==> config.mk <==
export PLATFORM = sky130hd
export DESIGN_NAME = free_pool_ctrl
export DESIGN_NICKNAME = d
export VERILOG_FILES = /design/src/rtl/free_pool_pkg.sv /design/src/rtl/free_pool_ctrl.sv
export SDC_FILE = /design/constraint.sdc
export NUM_CORES = 1
export LEC_CHECK = 0
export BUFFER_PORTS_ARGS = -buffer_cell sky130_fd_sc_hd__clkbuf_2
export CAP_MARGIN = 20
export CORE_MARGIN = 3
export CORE_UTILIZATION = 45
export DETAILED_ROUTE_END_ITERATION = 8
export GPL_ROUTABILITY_DRIVEN = 1
export GPL_TIMING_DRIVEN = 0
export PLACE_DENSITY = 0.78
export SLEW_MARGIN = 20
export SYNTH_ARGS = -nofsm -noshare
export SYNTH_HDL_FRONTEND = slang
export SYNTH_SLANG_ARGS = --single-unit
export TNS_END_PERCENT = 30
==> constraint.sdc <==
create_clock -name clk -period 1.4 [get_ports clk]
set_input_delay 0.07 -clock clk [delete_from_list [all_inputs] [get_ports clk]]
set_output_delay 0.07 -clock clk [all_outputs]
set_load 0.05 [all_outputs]
==> src/rtl/free_pool_pkg.sv <==
`default_nettype none
// +----------------------------------------------------------------------+
// | free_pool_pkg                                                        |
// | Shared sizing, control-signal index and FSM encoding for the pool.   |
// | Revision: 1.0                                                        |
// +----------------------------------------------------------------------+
package free_pool_pkg;

    localparam int PREG_WIDTH = 6;
    localparam int AREG_COUNT = 32;
    localparam int PREG_COUNT = 64;

    // Bit position of the destination-write flag in the decode control word.
    localparam int REG_WRITE = 3;

    typedef enum logic [0:0] {
        ST_INIT = 1'b0,
        ST_RUN  = 1'b1
    } state_t;

endpackage
`default_nettype wire

==> src/rtl/free_pool_ctrl.sv <==
`default_nettype none
// +----------------------------------------------------------------------+
// | free_pool_ctrl                                                       |
// | Seeds the physical-register free pool, arbitrates alloc vs free.     |
// | Revision: 1.0                                                        |
// +----------------------------------------------------------------------+
module free_pool_ctrl #(
    parameter int PREG_WIDTH = free_pool_pkg::PREG_WIDTH,
    parameter int AREG_COUNT = free_pool_pkg::AREG_COUNT,
    parameter int PREG_COUNT = free_pool_pkg::PREG_COUNT
) (
    input  logic                  clk,
    input  logic                  rst,
    input  logic                  alloc_req,
    output logic                  alloc_gnt,
    output logic [PREG_WIDTH-1:0] alloc_tag,
    input  logic                  free_req,
    input  logic [PREG_WIDTH-1:0] free_tag,
    output logic                  free_ack,
    output logic                  stall,
    output logic                  init_done,
    output logic [PREG_WIDTH-1:0] free_cnt,
    output logic                  pool_push,
    output logic                  pool_pop,
    output logic [PREG_WIDTH-1:0] pool_data_in,
    input  logic [PREG_WIDTH-1:0] pool_data_out,
    input  logic                  pool_empty,
    input  logic                  pool_full
);
    import free_pool_pkg::*;

    localparam logic [PREG_WIDTH-1:0] C_FIRST_SEED = PREG_WIDTH'(AREG_COUNT);
    localparam logic [PREG_WIDTH-1:0] C_LAST_SEED  = PREG_WIDTH'(PREG_COUNT - 1);
    localparam logic [PREG_WIDTH-1:0] C_ONE        = PREG_WIDTH'(1);

    state_t                r_state;
    logic [PREG_WIDTH-1:0] r_init_ptr;
    logic [PREG_WIDTH-1:0] r_free_cnt;
    logic                  r_init_done;

    logic w_run;
    logic w_pop;
    logic w_bypass;
    logic w_push_free;

    assign w_run    = (r_state == ST_RUN);
    assign w_pop    = w_run && alloc_req && !pool_empty;
    // Empty pool with both requesters active: hand the freed tag straight over.
    assign w_bypass = w_run && alloc_req && free_req && pool_empty;
    assign w_push_free = w_run && free_req && (!pool_full || w_pop) && !w_bypass;

    // Seeding push is gated by rst so the pool sees no strobe while held in reset.
    assign pool_push    = rst && (w_run ? w_push_free : 1'b1);
    assign pool_pop     = w_pop;
    assign pool_data_in = w_run ? free_tag : r_init_ptr;

    assign alloc_gnt = w_pop || w_bypass;
    assign alloc_tag = w_bypass ? free_tag : pool_data_out;
    assign free_ack  = w_push_free || w_bypass;
    assign stall     = !w_run || (alloc_req && !alloc_gnt);

    assign init_done = r_init_done;
    assign free_cnt  = r_free_cnt;

    always_ff @(posedge clk or negedge rst) begin
        if (!rst) begin
            r_state     <= ST_INIT;
            r_init_ptr  <= C_FIRST_SEED;
            r_free_cnt  <= '0;
            r_init_done <= 1'b0;
        end else begin
            case (r_state)
                ST_INIT: begin
                    r_init_ptr <= r_init_ptr + C_ONE;
                    r_free_cnt <= r_free_cnt + C_ONE;
                    if (r_init_ptr == C_LAST_SEED) begin
                        r_state     <= ST_RUN;
                        r_init_done <= 1'b1;
                    end
                end
                ST_RUN: begin
                    if (w_push_free && !w_pop) begin
                        r_free_cnt <= r_free_cnt + C_ONE;
                    end else if (w_pop && !w_push_free) begin
                        r_free_cnt <= r_free_cnt - C_ONE;
                    end
                end
                default: r_state <= ST_INIT;
            endcase
        end
    end

    a_free_tag_legal: assert property (
        @(posedge clk) disable iff (!rst)
        (w_run && free_req) |-> (free_tag >= C_FIRST_SEED)
    );

endmodule
`default_nettype wire

Word level (Yosys, flattened, before mapping)
Cells that the tools add are included.

Input port bits: 18. Bits in registers: 14. Bits in writable memories: 0. Bits in latches: 0. Logic and storage cells: 41. Memories kept: 0. Output and inout bits: 24. Bits in read-only memories: 0.

Reduce and logical (&&, ||, !) cells: 23. Div/mod/pow operators: 0. $mul: 0. Magnitude comparators: 0. Muxes and demuxes: 8. Add/sub/neg operators: 3. Shift-type cells: 0. Equality and inequality tests: 2. Bitwise gates (word level): 1.

Operators by type and width (number): 6-bit two-way mux (4); 6-bit by 1-bit adder with 6-bit output (second input constant) (2); 6-bit case mux with 2 select lines (1); 1-bit logical AND (11); 1-bit zero test (7); 6-bit == test (second input constant) (1); 6-bit by 1-bit subtractor with 6-bit output (second input constant) (1); 1-bit logical OR (4); 1-bit two-way mux (3); 3-bit by 1-bit inequality test with 1-bit output (second input constant) (1); 2-bit AND reduction (1); 1-bit inverter (1).

Longest topological paths before layout
Word-level depth: 10. Mapped depth: 5. Mapped depth without buffers: 5.

Worst setup path after synthesis
Ideal clock, no wire load.

Path kind: register -> output. Start: reg r_state. End: out alloc_gnt. Setup slack: -1011 ps. Stages on the path, launching flop included: 5. Data arrival time: 2341 ps. Buffers on the path: 1. Required time: 1330 ps. Cells stage by stage: dfrtp_1 > buf_2 > inv_1 > nor3b_1 > nand2b_1.

Elaborated cells between the ends (all ways): 5. Those cells by class: reduce/logical: 5.

RTL lines: from (decl) (RTL line free_pool_ctrl.sv:36) `state_t r_state;`; from (signal assigned) (RTL line free_pool_ctrl.sv:67) `r_state <= ST_INIT;`; from (signal assigned) (RTL line free_pool_ctrl.sv:77) `r_state <= ST_RUN;`; from (signal assigned) (RTL line free_pool_ctrl.sv:88) `default: r_state <= ST_INIT;`; 1-bit logical AND (2 in a row) (RTL line free_pool_ctrl.sv:47) `assign w_pop = w_run && alloc_req && !pool_empty;`; via pool_pop (RTL line free_pool_ctrl.sv:24) `output logic pool_pop,`; 1-bit logical OR (RTL line free_pool_ctrl.sv:57) `assign alloc_gnt = w_pop || w_bypass;`; to (decl) (RTL line free_pool_ctrl.sv:15) `output logic alloc_gnt,`.

The timed path passes the listed nets, and every way through them passes these cells.

Worst setup path after layout
Start: reg r_state. End: out alloc_tag[2].

Word-level cells in the longest chain between the ends: 4.

Ends and longest elaborated chain: 1-bit logical AND (3 in a row) (RTL line free_pool_ctrl.sv:49) `assign w_bypass = w_run && alloc_req && free_req && pool_empty;`; 6-bit two-way mux (RTL line free_pool_ctrl.sv:58) `assign alloc_tag = w_bypass ? free_tag : pool_data_out;`; to (decl) (RTL line free_pool_ctrl.sv:16) `output logic [PREG_WIDTH-1:0] alloc_tag,`.

Every way passes these cells.

==> impl_metrics.toml <==
[synth]
seq_area_frac_synth_pct = 39.5
synth_top_area_cell = "dfrtp_1"
yosys_warnings = 0
synth.net_count = 106
synth_edf_count = 0
synth_top_area_share_pct = 36.6
avgSynthCellArea_um2 = 10.5
ys_ff_latch = 14
syn_area_um2 = 890
dominantRegCellSynth = "dfrtp_1"
syn_inst = 85
async_flop_share_pct = 100
synthDistinctLibCells = 28
synth_common_cells = "dfrtp_1 (13), mux2_2 (13), nand2_1 (8)"
ys_top_cells_by_area = "dfrtp_1 (37%), mux2_2 (16%), xnor2_1 (4.9%)"

[hold_path]
holdPathStages = 3
whs_endpoint = "free_cnt[1]"
min_path_type = "in2reg"
hp-start = "pool_full"

[power]
ir_worst_vdd_uv = 535
p_leak_nw = 0.701
finalPower_w = 0.000845
power.density_nw_per_um2 = 589

[worst_setup_path]
r2r_start = "r_state"
path_max_fanout = 7
worstPathRequired_ns = 1.33
crit_arrival_ns = 1.54
crit_path_top_delay_cell = "dfrtp_1"
r2r_end = "free_cnt[5]"
crit_top_cell = "buf_6"
critical_path.max_stage_delay_ns = 0.38
end_kind = "output pin"
crit_path_cell_trace = "buf_6 -> nand4_1 -> buf_6 -> mux2_4 -> clkbuf_16"
start_kind = "flip-flop"
rrSetupSlack_ns = 0.07
path_class = "reg2out"
ff2ff_path_depth = 5

[route]
vias_per_cell = 5.36
totalWireLength_um = 2710
firstDrtPassIters = 4
ant_nets = 0
wl_per_cell_um = 16.7
num_vias = 868
route.detailed.drc = 0
drtIter0Drc = 14

[global_route]
antenna_found_initial = 0
grt_max_degree = 15
gr-total-overflow = 0
grt_pass1_vias = 943
grt_pass1_wl_um = 4440
met3_usage_pct = 5.93
grt_usage_pct = 22.9
grt-busiest-layer = "met2"
gr-usage-met2_pct = 42.2
use_met1_pct = 26.1

[finish]
n_antenna_cell = 0
syn2layout_area_growth_pct = 61.2
seqCellArea_um2 = 352
multiInputGateArea_um2 = 556
final_area_um2 = 1430
stdcell_count = 162
fillers = 112
finalNetCount = 159
final_layout_size_suffix_gt1_share_pct = 53.3

[status]
status = "complete, but fails checks"
violations = "setup timing"

[clocking]
cts_buffer_depth = 2
ctsRootBufferMaster = "clkbuf_4"
clk_pin_slew_ns = 0.08
cts_num_sinks = 14
cts_buffers = 3
clkLatencyLatePin_ns = 0.28
tritoncts = "done"
htree_levels = 1

[sta]
final-max-slew-violation-count = 0
setup_viol = 13
fin_ws_ns = -0.213
rsz0062_at_grt = "true"
finalClockSkew_ns = 0.00241
max_freq_mhz = 620
period_share_pct = 115
min_period_ns = 1.61
max_slew_margin_pct = 57.3
hold_viol = 0
worst_pin_slew_ns = 0.639

[die]
core_um2 = 1800
die_y_um = 50.5
start_util_pct = 49.4
pin_count = 42
die_x_um = 50.5
dieArea_um2 = 2550
rows = 15

[placement]
place.gp.congestion = 0.742
port_buffers = 41
placedCellCount = 151
place_area_um2 = 1150
place_hpwl_um = 1690
pre_cts_slack_ns = -0.272

[job]
drv_cap = 0
critical path, delay by kind of cell (launching register included):
kind,cells,cell delay (ns)
and+or+nand+nor,1,0.11
muxes,1,0.32
buffers and inverters,3,0.46
DFF,1,0.38
cell families (layout without fill, tap and decap cells):
group                      count (synthesis)  after routing  share of synthesized area (%)
DFF                                       14             14                           39.5
AOI/OAI and AO/OA                         10             10                           9.43
muxes                                     14             14                           17.6
buffers and inverters                      7             59                           3.09
xor gates and xnor gates                  10             10                           9.84
adders and majority gates                  3              3                           4.22
and+or+nand+nor                           27             27                           16.3
report_power, final:
group / total (W) / leakage (nW) / internal [W] / switching, W
clock: 0.000289 / 0.0210 / 0.000158 / 0.000131
combinational: 0.000152 / 0.512 / 0.0000686 / 0.0000832
sequential: 0.000404 / 0.168 / 0.000404 / 0
repair_timing:
| item | 4_1_cts | 5_1_grt |
|---|---|---|
| hold buffers | 1 | 0 |
| resized for setup | 41 | 16 |
| endpoints found under the setup margin | 18 | 18 |
| buffers inserted | 5 | 1 |
| endpoints found under the hold margin | 14 | 0 |
| pin swaps | 1 | 1 |
worst max path at each step:
stage / slack [ns] / cells after the start / from / to
final: -0.21 / 5 / r_state / alloc_tag[2]
after global routing: -0.27 / 5 / r_state / alloc_tag[2]
after detailed placement: -0.27 / 4 / r_state / pool_data_in[4]
after global placement: -0.21 / 4 / r_state / pool_data_in[4]
after CTS: -0.20 / 5 / r_state / alloc_tag[4]
after floorplan: -0.12 / 4 / r_state / alloc_gnt
flip-flops by register name (all words and copies together), names as in the netlist:
signal and flops:
r_state 1, init_done 1, free_cnt 6, r_init_ptr 6
layer usage:
| layer | vias up | wire (µm) |
|---|---|---|
| met5 | - | 0 |
| met4 | 0 | 76 |
| met3 | 8 | 100 |
| met2 | 35 | 1420 |
| met1 | 419 | 1110 |
| li1 | 406 | - |
placed cells by master, fill, tap and decap left out, types with 2 or more instances in the layout:
cell,Yosys,routed
inv_1,5,5
nor2_1,4,4
nand4_1,3,3
mux2_4,0,6
xnor2_1,5,5
nand3_1,5,5
clkbuf_4,0,5
ha_1,3,3
clkbuf_2,0,24
mux2_2,13,7
nand2_1,8,8
buf_6,0,6
dfrtp_1,13,13
xor2_1,5,5
buf_4,0,6
and3_1,2,2
clkbuf_16,0,2
clkbuf_8,0,3
nor3b_4,1,2
buf_8,0,7
area by class of cell:
cell class	count	share of cell area, %
inverters	5	1.31
well taps	25	2.18
repair buffers	48	29.4
flip-flops and latches	14	24.5
multi-input cells	64	38.7
clock buffers	4	2.53
plain buffers	2	1.31
stage by stage:
| step | TNS [ns] | hold WS [ns] | utilization, % |
|---|---|---|---|
| global route | -2.77 | 0.330 | 79.6 |
| finish | -2.03 | 0.323 | 79.6 |
| floorplan | -0.373 | -0.226 | - |
| global placement | -2.14 | -0.00433 | 63.7 |
| CTS | -1.93 | 0.228 | 77.8 |
| detailed placement | -2.62 | -0.00287 | 63.7 |
Note: power is estimated with default switching activity, not from simulation.
